[src/rtl/pipe_pkg.sv]
// Shared definitions for the pipe stage buffer: occupancy encoding and default widths.
// The optional statistics counters are enabled with the macro PIPE_STAGE_STATS_EN.
package pipe_pkg;

  localparam int DATA_W_DEF = 64;
  localparam int CNT_W_DEF  = 16;

  typedef enum logic [1:0] {
    EMPTY = 2'd0,
    ONE   = 2'd1,
    TWO   = 2'd2
  } occ_e;

endpackage

[src/rtl/sat_counter.sv]
// Event counter that sticks at all ones instead of wrapping.
module sat_counter #(
  parameter int W = 16
) (
  input  logic         clk,
  input  logic         rst_n,
  input  logic         i_inc,
  output logic [W-1:0] o_count
);

  logic [W-1:0] r_cnt;

  always_ff @(posedge clk or negedge rst_n) begin
    if (!rst_n) begin
      r_cnt <= '0;
    end else if (i_inc && (r_cnt != {W{1'b1}})) begin
      r_cnt <= r_cnt + 1'b1;
    end
  end

  assign o_count = r_cnt;

endmodule

[src/rtl/pipe_stage_buf.sv]
// Two-entry (main + skid) pipeline stage with freeze and flush.
// Define PIPE_STAGE_STATS_EN to add the stat_stall / stat_flush counters.
module pipe_stage_buf
  import pipe_pkg::*;
#(
  parameter int DATA_W = DATA_W_DEF,
  parameter int CNT_W  = CNT_W_DEF
) (
  input  logic              clk,
  input  logic              rst_n,
  input  logic              in_valid,
  input  logic [DATA_W-1:0] in_data,
  output logic              in_ready,
  output logic              out_valid,
  output logic [DATA_W-1:0] out_data,
  input  logic              out_ready,
  input  logic              freeze,
  input  logic              flush,
  output logic [1:0]        dbg_state
`ifdef PIPE_STAGE_STATS_EN
  ,
  output logic [CNT_W-1:0]  stat_stall,
  output logic [CNT_W-1:0]  stat_flush
`endif
);

  // Handshake: a beat moves on a side when its valid and ready are both 1 in
  // the same cycle; valid never depends on ready, and in_ready does not
  // depend on out_ready (it is registered, only masked by freeze).

  occ_e              r_state, w_state_nxt;
  logic [DATA_W-1:0] r_main, r_skid, w_main_nxt, w_skid_nxt;
  logic              r_rdy, w_rdy_nxt;
  logic              w_in_xfer, w_out_xfer;

  assign in_ready   = r_rdy & ~freeze;
  assign out_valid  = (r_state != EMPTY) & ~freeze;
  assign out_data   = r_main;
  assign dbg_state  = r_state;
  assign w_in_xfer  = in_valid & in_ready;
  assign w_out_xfer = out_valid & out_ready;

  always_ff @(posedge clk or negedge rst_n) begin
    if (!rst_n) begin
      r_state <= EMPTY;
      r_main  <= '0;
      r_skid  <= '0;
      r_rdy   <= 1'b0;
    end else begin
      r_state <= w_state_nxt;
      r_main  <= w_main_nxt;
      r_skid  <= w_skid_nxt;
      r_rdy   <= w_rdy_nxt;
    end
  end

  // Freeze needs no branch here: it forces both transfers low, so everything holds.
  always_comb begin
    w_state_nxt = r_state;
    w_main_nxt  = r_main;
    w_skid_nxt  = r_skid;
    if (flush) begin
      w_state_nxt = EMPTY;
      w_main_nxt  = '0;
      w_skid_nxt  = '0;
    end else begin
      case (r_state)
        EMPTY: begin
          if (w_in_xfer) begin
            w_state_nxt = ONE;
            w_main_nxt  = in_data;
          end
        end
        ONE: begin
          if (w_in_xfer && w_out_xfer) begin
            w_main_nxt = in_data;
          end else if (w_in_xfer) begin
            w_state_nxt = TWO;
            w_skid_nxt  = in_data;
          end else if (w_out_xfer) begin
            w_state_nxt = EMPTY;
            w_main_nxt  = '0;
          end
        end
        TWO: begin
          if (w_out_xfer) begin
            w_state_nxt = ONE;
            w_main_nxt  = r_skid;
            w_skid_nxt  = '0;
          end
        end
        default: begin
          w_state_nxt = EMPTY;
          w_main_nxt  = '0;
          w_skid_nxt  = '0;
        end
      endcase
    end
    w_rdy_nxt = (w_state_nxt != TWO);
  end

`ifdef PIPE_STAGE_STATS_EN
  logic w_stall_evt, w_flush_evt;

  assign w_stall_evt = out_valid & ~out_ready;
  assign w_flush_evt = flush & (r_state != EMPTY);

  sat_counter #(.W(CNT_W)) u_stat_stall (
    .clk     (clk),
    .rst_n   (rst_n),
    .i_inc   (w_stall_evt),
    .o_count (stat_stall)
  );

  sat_counter #(.W(CNT_W)) u_stat_flush (
    .clk     (clk),
    .rst_n   (rst_n),
    .i_inc   (w_flush_evt),
    .o_count (stat_flush)
  );
`endif

endmodule
[config.mk]
export PLATFORM = sky130hd
export DESIGN_NAME = pipe_stage_buf
export DESIGN_NICKNAME = d
export VERILOG_FILES = /design/src/rtl/pipe_pkg.sv /design/src/rtl/sat_counter.sv /design/src/rtl/pipe_stage_buf.sv
export SDC_FILE = /design/constraint.sdc
export NUM_CORES = 1
export LEC_CHECK = 0
export ABC_AREA = 0
export ABC_CLOCK_PERIOD_IN_PS = 1700
export CORE_ASPECT_RATIO = 1.5
export CORE_UTILIZATION = 36
export CTS_CLUSTER_SIZE = 30
export DETAILED_ROUTE_END_ITERATION = 16
export HOLD_SLACK_MARGIN = 0.12
export PLACE_DENSITY = 0.65
export SETUP_SLACK_MARGIN = 0.2
export SLEW_MARGIN = 20
export SYNTH_ARGS = -nofsm -noshare
export SYNTH_HDL_FRONTEND = slang
export SYNTH_SLANG_ARGS = --single-unit
[constraint.sdc]
create_clock -name clk -period 1.7 [get_ports clk]
set_clock_uncertainty 0.05 [all_clocks]
set_input_delay 0.17 -clock clk [delete_from_list [all_inputs] [get_ports clk]]
set_output_delay 0.17 -clock clk [all_outputs]
set_load 0.02 [all_outputs]
# ---- After elaboration in Yosys (flattened, before gate mapping)
# Index checks and enable logic that the tools add are counted.
dict set report op_classes {
  order_cmp 0
  add_sub_neg 0
  n_div 0
  multipliers 0
  eq_ne 10
  bitwise 5
  shift 0
  n_mux 17
  reduce_logical 5
}
# op n
set ops {}
lappend ops {{$mux W64} 8}
lappend ops {{$pmux W64 S3} 2}
lappend ops {{$mux W2} 6}
lappend ops {{$ne A3 B3 Y1 const B} 4}
lappend ops {{$ne A4 B4 Y1 const B} 2}
lappend ops {{$reduce_and A4 Y1} 2}
lappend ops {{$pmux W2 S3} 1}
lappend ops {{$and A1 B1 Y1} 4}
lappend ops {{$ne A2 B2 Y1 const B} 2}
lappend ops {{$eq A2 B1 Y1 const B} 1}
lappend ops {{$eq A2 B2 Y1 const B} 1}
lappend ops {{$logic_not A2 Y1} 1}
lappend ops {{$reduce_bool A2 Y1} 1}
lappend ops {{$logic_and A1 B1 Y1} 1}
lappend ops {{$not A1 Y1} 1}
dict set report totals {
  inputBits 70
  ramBits 0
  regBits 131
  word_cells 41
  n_memories 0
  latchBits 0
  romBits 0
}

# ---- Depth between registers and ports, before layout
# Gate-level depths: netlist (run 1).
dict set report logic_depth {
  depth_word 9
  depth_mapped 8
}

# ---- Worst setup path before layout (run 1)
# OpenSTA, ideal clock, no wires.
dict set report synth_path {
  kind {register to register}
  startpoint {reg r_state[1], in the netlist dbg_state[1]}
  endpoint {reg r_main[10], in the netlist out_data[10]}
  period_less_slack_ps 1663
  slack_ps 37
  path_buffers 3
  stages_incl_launch_ff 8
  arrival_time_ps 1538
  path_cell_list {dfrtp_1 buf_6 and2b_1 o21ai_1 a211o_1 buf_6 buf_6 o2bb2ai_2}
}
dict set report synth_via {
  elab_chain_cells 7
  word_cells_on_any_way 15
  cone_classes {6 x eq/ne; 3 x mux; 2 x bitwise; 4 x reduce/logical}
}
# element line
set synth_lines {}
lappend synth_lines {{from (decl)} pipe_stage_buf.sv:31} ;# occ_e r_state, w_state_nxt;
lappend synth_lines {{from (signal assigned)} pipe_stage_buf.sv:50} ;# r_state <= w_state_nxt;
lappend synth_lines {{$reduce_bool A2 Y1} pipe_stage_buf.sv:37} ;# assign out_valid = (r_state != EMPTY) & ~freeze;
lappend synth_lines {{$and A1 B1 Y1} pipe_stage_buf.sv:37}
lappend synth_lines {{$and A1 B1 Y1} pipe_stage_buf.sv:41} ;# assign w_out_xfer = out_valid & out_ready;
lappend synth_lines {{$logic_and A1 B1 Y1} pipe_stage_buf.sv:75} ;# if (w_in_xfer && w_out_xfer) begin
lappend synth_lines {{$mux W64} pipe_stage_buf.sv:75}
lappend synth_lines {{$pmux W64 S3} pipe_stage_buf.sv:67} ;# case (r_state)
lappend synth_lines {{$mux W64} pipe_stage_buf.sv:62} ;# if (flush) begin
lappend synth_lines {{to (signal assigned)} pipe_stage_buf.sv:51} ;# r_main <= w_main_nxt;
lappend synth_lines {{to (decl)} pipe_stage_buf.sv:32} ;# logic [DATA_W-1:0] r_main, r_skid, w_main_nxt, w_skid_nxt;
# Several ways; a longest one is shown, not always the timed one.
# A chain may end at the register's enable or synchronous reset.

# ---- Worst setup path in the final report (run 1)
dict set report layout_path {
  startpoint {reg r_state[1], in the netlist dbg_state[1]}
  endpoint {reg r_main[56], in the netlist out_data[56]}
}
# Same word-level chain as after synthesis.

==> flow_summary.toml, run 1 <==
[route]
avgRoutedWirePerCell_um = 25.2
via_per_inst = 5.94
drc = 0
top_layer_used = "met4"
wl_met1_um = 8420
dr_total_vias = 5864
drt-total-wl_um = 24900
drtPass1Iterations = 6
drtIter0Drc = 406
dr_wl_met2_um = 13600
routed-wl-met3_um = 1460
ant_nets = 0

[floorplan]
die_h_um = 162
io_pins = 138
initial_core_util = 0.368
die_w_um = 109
coreArea_um2 = 16700
fp.dieArea_um2 = 17600
core.rowCount = 58

[status]
status = "finished with violations"
failed_checks = "negative setup slack"

[critical_path]
cp.arrival_ns = 2.04
path_cells = "buf_4 > inv_1 > a31o_2 > buf_4 > a22oi_1 > o2bb2ai_4"
crit_fanout = 18
worst_ep_required_time_ns = 1.94
cpMaxStageDelayCell = "dfrtp_2"
end_kind = "register"
slowest_delay_ns = 0.43
crit_family = "compound AO/OA/AOI/OAI gates"
start_kind = "register"
crit_type = "register to register"
cp_num_buf_inv = 3
crit_top_cell = "buf_4"

[hold_path]
hold_class = "primary input to async pin"

[pwr]
powerDensity_nw_per_um2 = 848
clock_power_share = 0.432
p_leak_uw = 0.00501
comb_power_share = 0.209
switching_share = 0.272
seqPwrFrac = 0.360
intPower_uw = 6850
p_sw_uw = 2560
p_total_uw = 9400
ir_drop_mv = 0.571

[yosys]
ys_async_sr_fraction = 1.00
synthFlopType = "dfrtp_1"
syn_inst = 542
synth_edf_count = 0
synth_nets = 612
synth_cell_types = 32
yosysWarnings = 0
synth-seq-cells = 131
yosysSeqAreaShare = 0.534
syn_area_um2 = 6140
avgSynthCellArea_um2 = 11.3

[clocking]
clockBufferDepth = 2
ctsRootBufferMaster = "clkbuf_16"
cts.sinks = 131
clk_latency_ns = 0.41
htree_levels = 4
cts_tree = "yes"
cts_buffers = 17
cts.clk_slew.worst_paths_ns = 0.06

[final_layout]
finalCoreUtilization = 0.664
drive_gt1_frac = 0.472
nets = 833
area_growth_pct = 80.6
fillers = 1154

[timing]
tightest_slew_ns = 0.464
finalWorstSetupSlack_ns = -0.107
fmax_mhz = 553
finalWorstPathRequiredPeriod_ns = 1.81
drv_slew = 0
rsz0062_at_grt = "true"
slew-limit-headroom = 0.691
post-route-period-util = 1.06
setup_viol = 78
hold_viol = 0

[grt]
overflow = 0
grt_pass1_wl_um = 35000
grt_max_degree = 45
grt_pass1_vias = 6005
antenna_found_initial = 1
track_usage = 0.270

[placement]
place_ws_ns = -0.183
port_buffers = 137
dp_hpwl_um = 11100
place_congestion = 0.832

[run]
max_cap_violations = 0
[synth_stat cells (3+ instances only)]
master     count  share of area
buf_6         10          0.018
buf_2         22          0.018
clkbuf_1      13         0.0079
dfrtp_1      131           0.53
o2bb2ai_1      4         0.0057
buf_4          9          0.011
nor2_1         4         0.0024
nand2_1       66          0.040
buf_1          3         0.0018
nor2b_1        3         0.0031
nand3_1       65          0.053
a22oi_1       63          0.077
o21ai_0       51          0.042
o2bb2ai_2     60           0.15
o21ai_1       18          0.015
[metrics by stage]
step                      setup TNS [ns]  cells  instance area [um2]  hold WS [ns]
after floorplan                        0    542                 6190        -0.176
after global placement             -9.55    869                 7930       0.00180
after detailed placement          -12.80    869                 7930        0.0100
after CTS                              0    976                10400         0.167
after global routing               -5.37    987                11100         0.174
final                              -1.73    987                11100         0.148
[repair_timing]
item / in CTS / in global routing
gates cloned: 30 / 7
buffers inserted: 44 / 3
pin swaps: 56 / 45
gates resized for setup: 271 / 104
endpoints found under the hold margin: 131 / 0
setup endpoints to repair: 196 / 134
hold buffers: 1 / 0
[flip-flops by register name, indices dropped and copies added (netlist names)]
signal / count
r_skid: 64
r_rdy: 1
out_data: 64
dbg_state: 2
[cell usage in the layout (no fill, tap or decap), drive strengths merged, types with 28 or more instances in the layout]
cell           count
buf              117
dlygate4sd2       64
nand2             66
a22oi             63
o21ai             69
clkbuf            28
clkdlybuf4s50     68
o2bb2ai           64
dfrtp            131
nand3             65
[path summary, 6_finish.rpt]
check / startpoint / to / slack, ns / cells after the start
setup / recovery: dbg_state[1]$_DFF_PN0_ / out_data[56]$_DFFE_PN0P_ / -0.11 / 6
hold / removal: rst_n / r_skid[21]$_DFFE_PN0P_ / 0.15 / 2
setup reg to reg: dbg_state[1]$_DFF_PN0_ / out_data[56]$_DFFE_PN0P_ / -0.11 / 6
hold reg to reg: out_data[34]$_DFFE_PN0P_ / out_data[34]$_DFFE_PN0P_ / 0.44 / 1
max in group asynchronous: rst_n / r_skid[1]$_DFFE_PN0P_ / 0.84 / 3
min in group clk: in_data[21] / r_skid[21]$_DFFE_PN0P_ / 0.29 / 3
[logic make-up after synthesis]
| logic type | count (synthesis) | synth area share |
|---|---|---|
| buf+inv | 60 | 0.0593 |
| compound gates | 203 | 0.294 |
| mux | 1 | 0.00163 |
| simple gates | 147 | 0.111 |
| flops | 131 | 0.534 |
[area by class of cell]
class                      instances  area [um2]  area share
timing repair buffer             261        3450       0.311
clock inverter                    13         209      0.0188
inverter                           1        3.75    0.000339
sequential                       131        3280       0.296
tap                              210         263      0.0237
multi-input combinational        351        3450       0.311
antenna                            1        2.50    0.000226
clock buffer                      19         433      0.0390
[layer usage]
metal	vias up	track usage
met5	-	0
li1	2473	-
met3	93	0.0514
met2	318	0.484
met4	0	0.133
met1	2980	0.301
[power groups by stage]
stage | Combinational, uW | Clock, uW | Sequential, uW
finish | 1960 | 4060 | 3380
global route | 2050 | 4220 | 3390
CTS | 1770 | 4040 | 3360
detailed placement | 1240 | 0 | 3410
global placement | 1220 | 0 | 3410
floorplan | 509 | 0 | 3500
Power figures use the tool's default switching activity.
==> run 2: changes to the inputs <==
- HOLD_SLACK_MARGIN: 0.12 -> unset
==> results of run 2 <==
Same layout as run 1: the final DEF is identical, and so are final timing and power.
